File: src/rtl/monitor_types.sv
// Shared types for the store-path trace monitor: monitor states, store sizes,
// the CPU memory-op encoding and the store decode helper.
package monitor_types;

  // Monitor life cycle: RUN until a completion write or the watchdog fires.
  typedef enum logic [1:0] {
    RUN     = 2'd0,
    DONE    = 2'd1,
    TIMEOUT = 2'd2
  } mon_state_t;

  // Width of a captured store.
  typedef enum logic [1:0] {
    ST_B = 2'd0,
    ST_H = 2'd1,
    ST_W = 2'd2
  } st_size_t;

  // Access type driven by the CPU alongside the memory strobe.
  typedef enum logic [3:0] {
    MEM_NOP = 4'd0,
    MEM_LB  = 4'd1,
    MEM_LH  = 4'd2,
    MEM_LW  = 4'd3,
    MEM_LBU = 4'd4,
    MEM_LHU = 4'd5,
    MEM_SB  = 4'd6,
    MEM_SH  = 4'd7,
    MEM_SW  = 4'd8
  } mem_op_t;

  // Result of classifying one access: is it a store, and how wide.
  typedef struct packed {
    logic     valid;
    st_size_t size;
  } st_decode_t;

  localparam int unsigned CYCLE_W = 32;
  localparam int unsigned SIZE_W  = 2;
  localparam int unsigned DROP_W  = 16;

  // Map an access type onto store-valid plus size; loads and NOP are not stores.
  function automatic st_decode_t decode_store(input mem_op_t op);
    st_decode_t d;
    d.valid = 1'b0;
    d.size  = ST_W;
    case (op)
      MEM_SB: begin
        d.valid = 1'b1;
        d.size  = ST_B;
      end
      MEM_SH: begin
        d.valid = 1'b1;
        d.size  = ST_H;
      end
      MEM_SW: begin
        d.valid = 1'b1;
        d.size  = ST_W;
      end
      default: begin
        d.valid = 1'b0;
        d.size  = ST_W;
      end
    endcase
    return d;
  endfunction

endpackage

File: src/rtl/trace_fifo.sv
// Circular trace buffer. Overwrites the oldest entry when pushed while full
// (reporting the loss on o_drop), accepts push and pop in the same cycle, and
// presents the head entry from registers so the consumer sees a stable value.
module trace_fifo #(
  parameter int unsigned WIDTH = 8,
  parameter int unsigned DEPTH = 16
) (
  input  logic             clk,
  input  logic             resetn,
  input  logic             i_push,
  input  logic [WIDTH-1:0] i_data,
  input  logic             i_pop,
  output logic             o_valid,
  output logic [WIDTH-1:0] o_head,
  output logic             o_drop
);

  localparam int unsigned   PTR_W    = $clog2(DEPTH);
  localparam logic [PTR_W:0] FULL_CNT = (PTR_W + 1)'(DEPTH);
  localparam logic [PTR_W:0] ONE_CNT  = (PTR_W + 1)'(1);
  localparam logic [PTR_W-1:0] ONE_PTR = PTR_W'(1);

  logic [WIDTH-1:0] r_mem [DEPTH];
  logic [PTR_W-1:0] r_head;
  logic [PTR_W:0]   r_count;
  logic             r_valid;
  logic [WIDTH-1:0] r_head_data;

  logic             w_empty;
  logic             w_full;
  logic             w_pop;
  logic             w_drop;
  logic [PTR_W-1:0] w_wr_idx;
  logic [PTR_W-1:0] w_head_next;
  logic [PTR_W:0]   w_count_next;
  logic [WIDTH-1:0] w_head_data_next;

  assign w_empty  = (r_count == '0);
  assign w_full   = (r_count == FULL_CNT);
  assign w_pop    = i_pop && !w_empty;
  assign w_drop   = i_push && w_full && !w_pop;
  // When full the low count bits wrap to zero, so the write lands on the head.
  assign w_wr_idx = r_head + r_count[PTR_W-1:0];

  // Next head pointer and occupancy from this cycle's push/pop/overwrite.
  always_comb begin
    w_head_next  = r_head;
    w_count_next = r_count;
    if (w_pop || w_drop) begin
      w_head_next = r_head + ONE_PTR;
    end else begin
      w_head_next = r_head;
    end
    if (i_push && !w_pop && !w_full) begin
      w_count_next = r_count + ONE_CNT;
    end else if (w_pop && !i_push) begin
      w_count_next = r_count - ONE_CNT;
    end else begin
      w_count_next = r_count;
    end
  end

  // Head payload for the next cycle; bypass the incoming entry when it lands at the new head.
  always_comb begin
    w_head_data_next = '0;
    if (w_count_next == '0) begin
      w_head_data_next = '0;
    end else if (i_push && (w_wr_idx == w_head_next)) begin
      w_head_data_next = i_data;
    end else begin
      w_head_data_next = r_mem[w_head_next];
    end
  end

  // Entry storage; contents are don't-care until written, so no reset.
  always_ff @(posedge clk) begin
    if (i_push) begin
      r_mem[w_wr_idx] <= i_data;
    end
  end

  // Pointers, occupancy and the registered head view.
  always_ff @(posedge clk or negedge resetn) begin
    if (!resetn) begin
      r_head      <= '0;
      r_count     <= '0;
      r_valid     <= 1'b0;
      r_head_data <= '0;
    end else begin
      r_head      <= w_head_next;
      r_count     <= w_count_next;
      r_valid     <= (w_count_next != '0);
      r_head_data <= w_head_data_next;
    end
  end

  assign o_valid = r_valid;
  assign o_head  = r_head_data;
  assign o_drop  = w_drop;

endmodule

File: src/rtl/store_trace_monitor.sv
// Passive monitor on the CPU store path: records in-window stores with a cycle
// stamp, decodes the tohost completion write and runs a completion watchdog.
module store_trace_monitor
  import monitor_types::*;
#(
  parameter int unsigned       ADDR_W         = 32,
  parameter int unsigned       DATA_W         = 32,
  parameter int unsigned       DEPTH          = 16,
  parameter logic [ADDR_W-1:0] WIN_LO         = ADDR_W'(32'h0000_0000),
  parameter logic [ADDR_W-1:0] WIN_HI         = ADDR_W'(32'hFFFF_FFFF),
  parameter logic [ADDR_W-1:0] TOHOST_ADDR    = ADDR_W'(32'h0000_0FFC),
  parameter logic [31:0]       TIMEOUT_CYCLES = 32'd10000
) (
  input  logic              clk,
  input  logic              resetn,
  input  logic              mem_wr_en,
  input  mem_op_t           mem_op,
  input  logic [ADDR_W-1:0] mem_addr,
  input  logic [DATA_W-1:0] mem_data_in,
  output logic              trace_valid,
  input  logic              trace_ready,
  output logic [31:0]       trace_cycle,
  output logic [ADDR_W-1:0] trace_addr,
  output logic [DATA_W-1:0] trace_data,
  output st_size_t          trace_size,
  output logic              overflow,
  output logic [15:0]       drop_count,
  output logic              done,
  output logic              pass,
  output logic [DATA_W-2:0] exit_code,
  output logic              timeout,
  output mon_state_t        state
);

  localparam int unsigned ENTRY_W = CYCLE_W + ADDR_W + DATA_W + SIZE_W;

  mon_state_t          r_state;
  mon_state_t          w_state_next;
  logic [CYCLE_W-1:0]  r_cycle;
  logic                r_done;
  logic                r_pass;
  logic [DATA_W-2:0]   r_exit_code;
  logic                r_timeout;
  logic                r_overflow;
  logic [DROP_W-1:0]   r_drop_count;

  st_decode_t          w_dec;
  logic                w_store;
  logic                w_is_tohost;
  logic                w_complete;
  logic                w_finish;
  logic                w_timeout_hit;
  logic [CYCLE_W-1:0]  w_cycle_inc;
  logic [ADDR_W:0]     w_lo_diff;
  logic [ADDR_W:0]     w_hi_diff;
  logic                w_in_win;
  logic                w_push;
  logic                w_pop;
  logic                w_drop;
  logic                w_head_valid;
  logic [ENTRY_W-1:0]  w_entry;
  logic [ENTRY_W-1:0]  w_head;

  assign w_dec       = decode_store(mem_op);
  assign w_store     = mem_wr_en && w_dec.valid;
  assign w_is_tohost = (mem_addr == TOHOST_ADDR);
  assign w_complete  = w_store && w_is_tohost && mem_data_in[0];
  assign w_finish    = (r_state == RUN) && w_complete;

  // Window bounds via borrow of a widened subtract: unsigned, inclusive, and
  // free of always-true compares when a bound sits at the end of the range.
  assign w_lo_diff = {1'b0, mem_addr} - {1'b0, WIN_LO};
  assign w_hi_diff = {1'b0, WIN_HI} - {1'b0, mem_addr};
  assign w_in_win  = !w_lo_diff[ADDR_W] && !w_hi_diff[ADDR_W];

  // Any store to tohost is a control write, never trace data.
  assign w_push  = (r_state == RUN) && w_store && w_in_win && !w_is_tohost;
  assign w_pop   = w_head_valid && trace_ready;
  assign w_entry = {r_cycle, mem_addr, mem_data_in, w_dec.size};

  // Saturating increment of the cycle stamp and the watchdog compare on its next value.
  always_comb begin
    w_cycle_inc   = r_cycle;
    w_timeout_hit = 1'b0;
    if (r_cycle == {CYCLE_W{1'b1}}) begin
      w_cycle_inc = r_cycle;
    end else begin
      w_cycle_inc = r_cycle + 32'd1;
    end
    if ((r_state == RUN) && (TIMEOUT_CYCLES != 32'd0) &&
        (w_cycle_inc == TIMEOUT_CYCLES) && !w_complete) begin
      w_timeout_hit = 1'b1;
    end else begin
      w_timeout_hit = 1'b0;
    end
  end

  // Next-state logic; completion takes priority over a same-cycle timeout.
  always_comb begin
    w_state_next = r_state;
    case (r_state)
      RUN: begin
        if (w_finish) begin
          w_state_next = DONE;
        end else if (w_timeout_hit) begin
          w_state_next = TIMEOUT;
        end else begin
          w_state_next = RUN;
        end
      end
      DONE:    w_state_next = DONE;
      TIMEOUT: w_state_next = TIMEOUT;
      default: w_state_next = RUN;
    endcase
  end

  // Monitor state register.
  always_ff @(posedge clk or negedge resetn) begin
    if (!resetn) begin
      r_state <= RUN;
    end else begin
      r_state <= w_state_next;
    end
  end

  // Cycle counter runs only in RUN and freezes once the run has ended.
  always_ff @(posedge clk or negedge resetn) begin
    if (!resetn) begin
      r_cycle <= '0;
    end else if (r_state == RUN) begin
      r_cycle <= w_cycle_inc;
    end
  end

  // Completion decode and watchdog flag, captured on the deciding edge.
  always_ff @(posedge clk or negedge resetn) begin
    if (!resetn) begin
      r_done      <= 1'b0;
      r_pass      <= 1'b0;
      r_exit_code <= '0;
      r_timeout   <= 1'b0;
    end else begin
      if (w_finish) begin
        r_done      <= 1'b1;
        r_pass      <= (mem_data_in[DATA_W-1:1] == '0);
        r_exit_code <= mem_data_in[DATA_W-1:1];
      end
      if (w_timeout_hit) begin
        r_timeout <= 1'b1;
      end
    end
  end

  // Sticky overflow and saturating count of overwritten trace entries.
  always_ff @(posedge clk or negedge resetn) begin
    if (!resetn) begin
      r_overflow   <= 1'b0;
      r_drop_count <= '0;
    end else if (w_drop) begin
      r_overflow <= 1'b1;
      if (r_drop_count != 16'hFFFF) begin
        r_drop_count <= r_drop_count + 16'd1;
      end
    end
  end

  trace_fifo #(
    .WIDTH (ENTRY_W),
    .DEPTH (DEPTH)
  ) u_trace_fifo (
    .clk     (clk),
    .resetn  (resetn),
    .i_push  (w_push),
    .i_data  (w_entry),
    .i_pop   (w_pop),
    .o_valid (w_head_valid),
    .o_head  (w_head),
    .o_drop  (w_drop)
  );

  assign trace_valid = w_head_valid;
  assign trace_cycle = w_head[ENTRY_W-1 -: CYCLE_W];
  assign trace_addr  = w_head[ADDR_W+DATA_W+SIZE_W-1 -: ADDR_W];
  assign trace_data  = w_head[DATA_W+SIZE_W-1 -: DATA_W];
  assign trace_size  = st_size_t'(w_head[SIZE_W-1:0]);
  assign overflow    = r_overflow;
  assign drop_count  = r_drop_count;
  assign done        = r_done;
  assign pass        = r_pass;
  assign exit_code   = r_exit_code;
  assign timeout     = r_timeout;
  assign state       = r_state;

endmodule
File: config.mk
export PLATFORM = sky130hd
export DESIGN_NAME = store_trace_monitor
export DESIGN_NICKNAME = d
export VERILOG_FILES = /design/src/rtl/monitor_types.sv /design/src/rtl/trace_fifo.sv /design/src/rtl/store_trace_monitor.sv
export SDC_FILE = /design/constraint.sdc
export NUM_CORES = 2
export LEC_CHECK = 0
export CAP_MARGIN = 20
export CORE_ASPECT_RATIO = 1.75
export CORE_MARGIN = 2
export CORE_UTILIZATION = 56
export DETAILED_ROUTE_END_ITERATION = 10
export PLACE_DENSITY_LB_ADDON = 0.12
export REMOVE_ABC_BUFFERS = 1
export SKIP_CTS_REPAIR_TIMING = 1
export SLEW_MARGIN = 30
export SYNTH_ARGS = -nofsm -noshare
export SYNTH_HDL_FRONTEND = slang
export SYNTH_SLANG_ARGS = --single-unit
File: constraint.sdc
create_clock -name clk -period 6.36 [get_ports clk]
set_input_delay 1.272 -clock clk [delete_from_list [all_inputs] [get_ports clk]]
set_output_delay 1.272 -clock clk [all_outputs]
set_load 0.02 [all_outputs]
==> flow_summary.yaml <==
clock_network:
  cts.sinks: 1761
  cts_buffer_depth: 3
  clk_latency_ps: 790
  cts_tree: "yes"
  htreeDepth: 4
  clk_pin_slew_worst_paths_ps: 70
  cts_buffers: 156
  ctsRootBufferMaster: "clkbuf_16"
floorplan:
  start_util_pct: 56.3
  rows: 184
  die-area_um2: 147000
  die_h_um: 506
  die_w_um: 291
  core_um2: 143000
  io_pins: 224
logic_synthesis:
  synth_top_area_share_pct: 58.4
  avgSynthCellArea_um2: 17.5
  synthArstFlopShare_pct: 11.0
  yosysWarnings: 0
  synthTopCellsByArea: "edfxtp_1 (58%), mux4_2 (22%), dfrtp_1 (6.0%), nand2_1 (2.9%), nand3_1 (2.0%)"
  muxShareOfSynthArea_pct: 23.8
  synth-seq-area-share_pct: 64.4
  synthXorXnorAreaFrac_pct: 0.715
  synthAdderAreaFrac_pct: 0.164
  yosys.area.top_type: "edfxtp_1"
  synth_compound_area_share_pct: 2.18
  synthCells: 4607
  synth_top_family_by_area: "multiplexers"
  yosysUniqueCellTypes: 66
  synth_area_um2: 80700
  synth-simple-area-share_pct: 6.94
  synth-edff-count: 1568
  ys_ff_latch: 1761
  ys.flop_type: "edfxtp_1"
placement:
  dp_hpwl_um: 128000
  place.gp.congestion: 0.873
  dpl-instance-area_um2: 86000
  io_buffers: 223
run_status:
  status: "finished clean"
pwr:
  p_sw_share_pct: 33.9
  power_density_nw_per_um2: 449
  vdd_drop_max_v: 0.000685
  switchingPower_mw: 13.9
  p_int_mw: 27.1
  combinationalPowerShare_pct: 41.6
  p_leak_nw: 29.2
  seq_power_share_pct: 34.5
  pwr-share-clk_pct: 23.8
global_routing:
  grt_first_pass_wirelength_um: 335000
  antenna_found_initial: 7
  grt_pass1_vias: 49900
  grt_max_degree: 161
  grt_usage_pct: 31.5
  gr-total-overflow: 0
hold_path:
  hp-class: "input port to asynchronous set/reset pin"
route:
  met3_length_um: 18000
  num_vias: 48200
  wl_met2_um: 120000
  ant_nets: 0
  drcViolationCount: 0
  routed_wl_um: 229000
  route.detailed.wl_per_inst_um: 33.7
  drt-met1-wl_um: 80800
  drt-pass1-iter-count: 5
  routed.top_layer: "met5"
  via_per_inst: 7.10
  drt_iter0_drc: 5476
cells_and_area:
  postLayoutCoreUtil_pct: 63.7
  stdcell_area_um2: 91300
  final_cell_mix: "edfxtp_1 (1568), mux4_2 (784), nand2_1 (615), nand3_1 (318), clkdlybuf4s50_1 (222)"
  layout-drive-gt1-share_pct: 27.7
  fin_nets: 4875
  area_growth_syn_to_layout_pct: 13.2
  final_common_cell: "edfxtp_1"
setup_path:
  endpoint_kind: "flip-flop"
  critical_path.top_delay_family: "simple AND/OR/NAND/NOR gates"
  cp_data_arrival_time_ps: 5880
  critical_path_buf_inv_count: 3
  cp_data_required_time_ps: 7060
  cp_max_fo: 43
  start_kind: "input port"
  setup.worst_path.class: "input port to flip-flop"
  crit_chain: "clkdlybuf4s50_1 > nor4_1 > nand4_1 > or3_1 > and3_4 > xnor2_2 > o2111a_4 > buf_12 > buf_4 > nand2_1 > a21oi_1"
  slowest_stage: "clkdlybuf4s50_1"
  critical-path-max-stage-delay_ps: 780
sta:
  slew_headroom_pct: 31.2
  setup_viol: 0
  whs_ps: 443
  fmax_ghz: 0.193
  tns_ps: 0
  skew_ps: 26.9
  period_share_pct: 81.4
  final-hold-violation-count: 0
  drv_slew: 0
  tightest_slew_ps: 1030
  fin_crit_ps: 5180
  rsz0062_at_grt: "false"
flow_run:
  drv_cap: 0
==> metal layers <==
metal  up-vias  track usage [%]
li1      19300                -
met1     25800             39.8
met2      2665             55.4
met3       482             4.18
met4         8             13.1
met5         -                0
==> flip-flops by register name, summed over array words and instances, names as in the netlist <==
| signal | flops |
|---|---|
| done | 1 |
| drop_count | 16 |
| exit_code | 31 |
| overflow | 1 |
| pass | 1 |
| r_cycle | 32 |
| state | 2 |
| timeout | 1 |
| u_trace_fifo.o_head | 98 |
| u_trace_fifo.o_valid | 1 |
| u_trace_fifo.r_count | 5 |
| u_trace_fifo.r_head | 4 |
| u_trace_fifo.r_mem | 1568 |
==> cell usage after synthesis (all sizes together), types with 3 or more instances <==
cell,n
or4,5
a311o,3
or2,7
a211oi,5
o211ai,8
and2,6
nand4,124
clkbuf,294
o21ai,12
and3,11
nand3,318
mux2i,8
and4,13
dfrtp,193
xor2,23
xnor2,42
a21oi,110
ha,9
a31o,3
inv,12
nand2b,5
o2111ai,4
edfxtp,1568
buf,60
nor2,55
a22oi,101
nor3,14
nor4,19
mux4,784
or3,5
nand2,616
mux2,130
nor2b,4
==> path summary, 6_finish.rpt <==
path / slack (ps) / to / start / cells past startpoint
min reg2reg: 470 / timeout$_DFFE_PN0P_ / timeout$_DFFE_PN0P_ / 1
min in group clk: 470 / timeout$_DFFE_PN0P_ / timeout$_DFFE_PN0P_ / 1
min: 440 / drop_count[15]$_DFFE_PN0P_ / resetn / 1
max reg2reg: 2050 / u_trace_fifo.o_head[17]$_DFF_PN0_ / u_trace_fifo.r_count[1]$_DFF_PN0_ / 12
max: 1180 / u_trace_fifo.o_head[17]$_DFF_PN0_ / mem_addr[19] / 11
max in group asynchronous: 4700 / exit_code[17]$_DFFE_PN0P_ / resetn / 2
==> per-stage QoR <==
stage	power [mW]	setup slack [ps]	std cells
floorplan	24.0	-34090	4253
global placement	31.3	280	6489
detailed placement	31.6	495	6494
CTS	41.3	1310	6784
global route	42.8	1120	6786
finish	41.0	1180	6787
==> worst register-to-register path, delay by kind of cell, from the launching register on <==
kind	cells	cell delay, ps
simple gates	4	1410
fa+ha+maj	1	200
compound gates	3	1000
buf+inv	3	830
xor+xnor	1	300
flops	1	500
==> cells by family after synthesis <==
group / Yosys count
buf+inv: 368
flops: 1761
simple gates: 1214
fa+ha+maj: 10
mux: 922
compound gates: 267
xor+xnor: 65
==> final cells by class <==
cell class / count / area (um2)
inverters: 14 / 60.1
clock buffers: 212 / 4400
well taps: 1860 / 2330
repair buffers: 382 / 4230
flip-flops and latches: 1761 / 51900
multi-input cells: 2478 / 27500
diodes: 2 / 5.00
clock inverters: 78 / 852
fillers: 9953 / 51900
==> power groups by stage <==
stage,clock network (mW),logic (mW),registers [mW]
2_1_floorplan,0,9.25,14.8
3_3_place_gp,0,16.9,14.4
3_5_place_dp,0,17.2,14.4
4_1_cts,9.89,17.2,14.2
5_1_grt,10.3,18.3,14.2
6_report,9.77,17.1,14.2
Power figures use the tool's default switching activity.
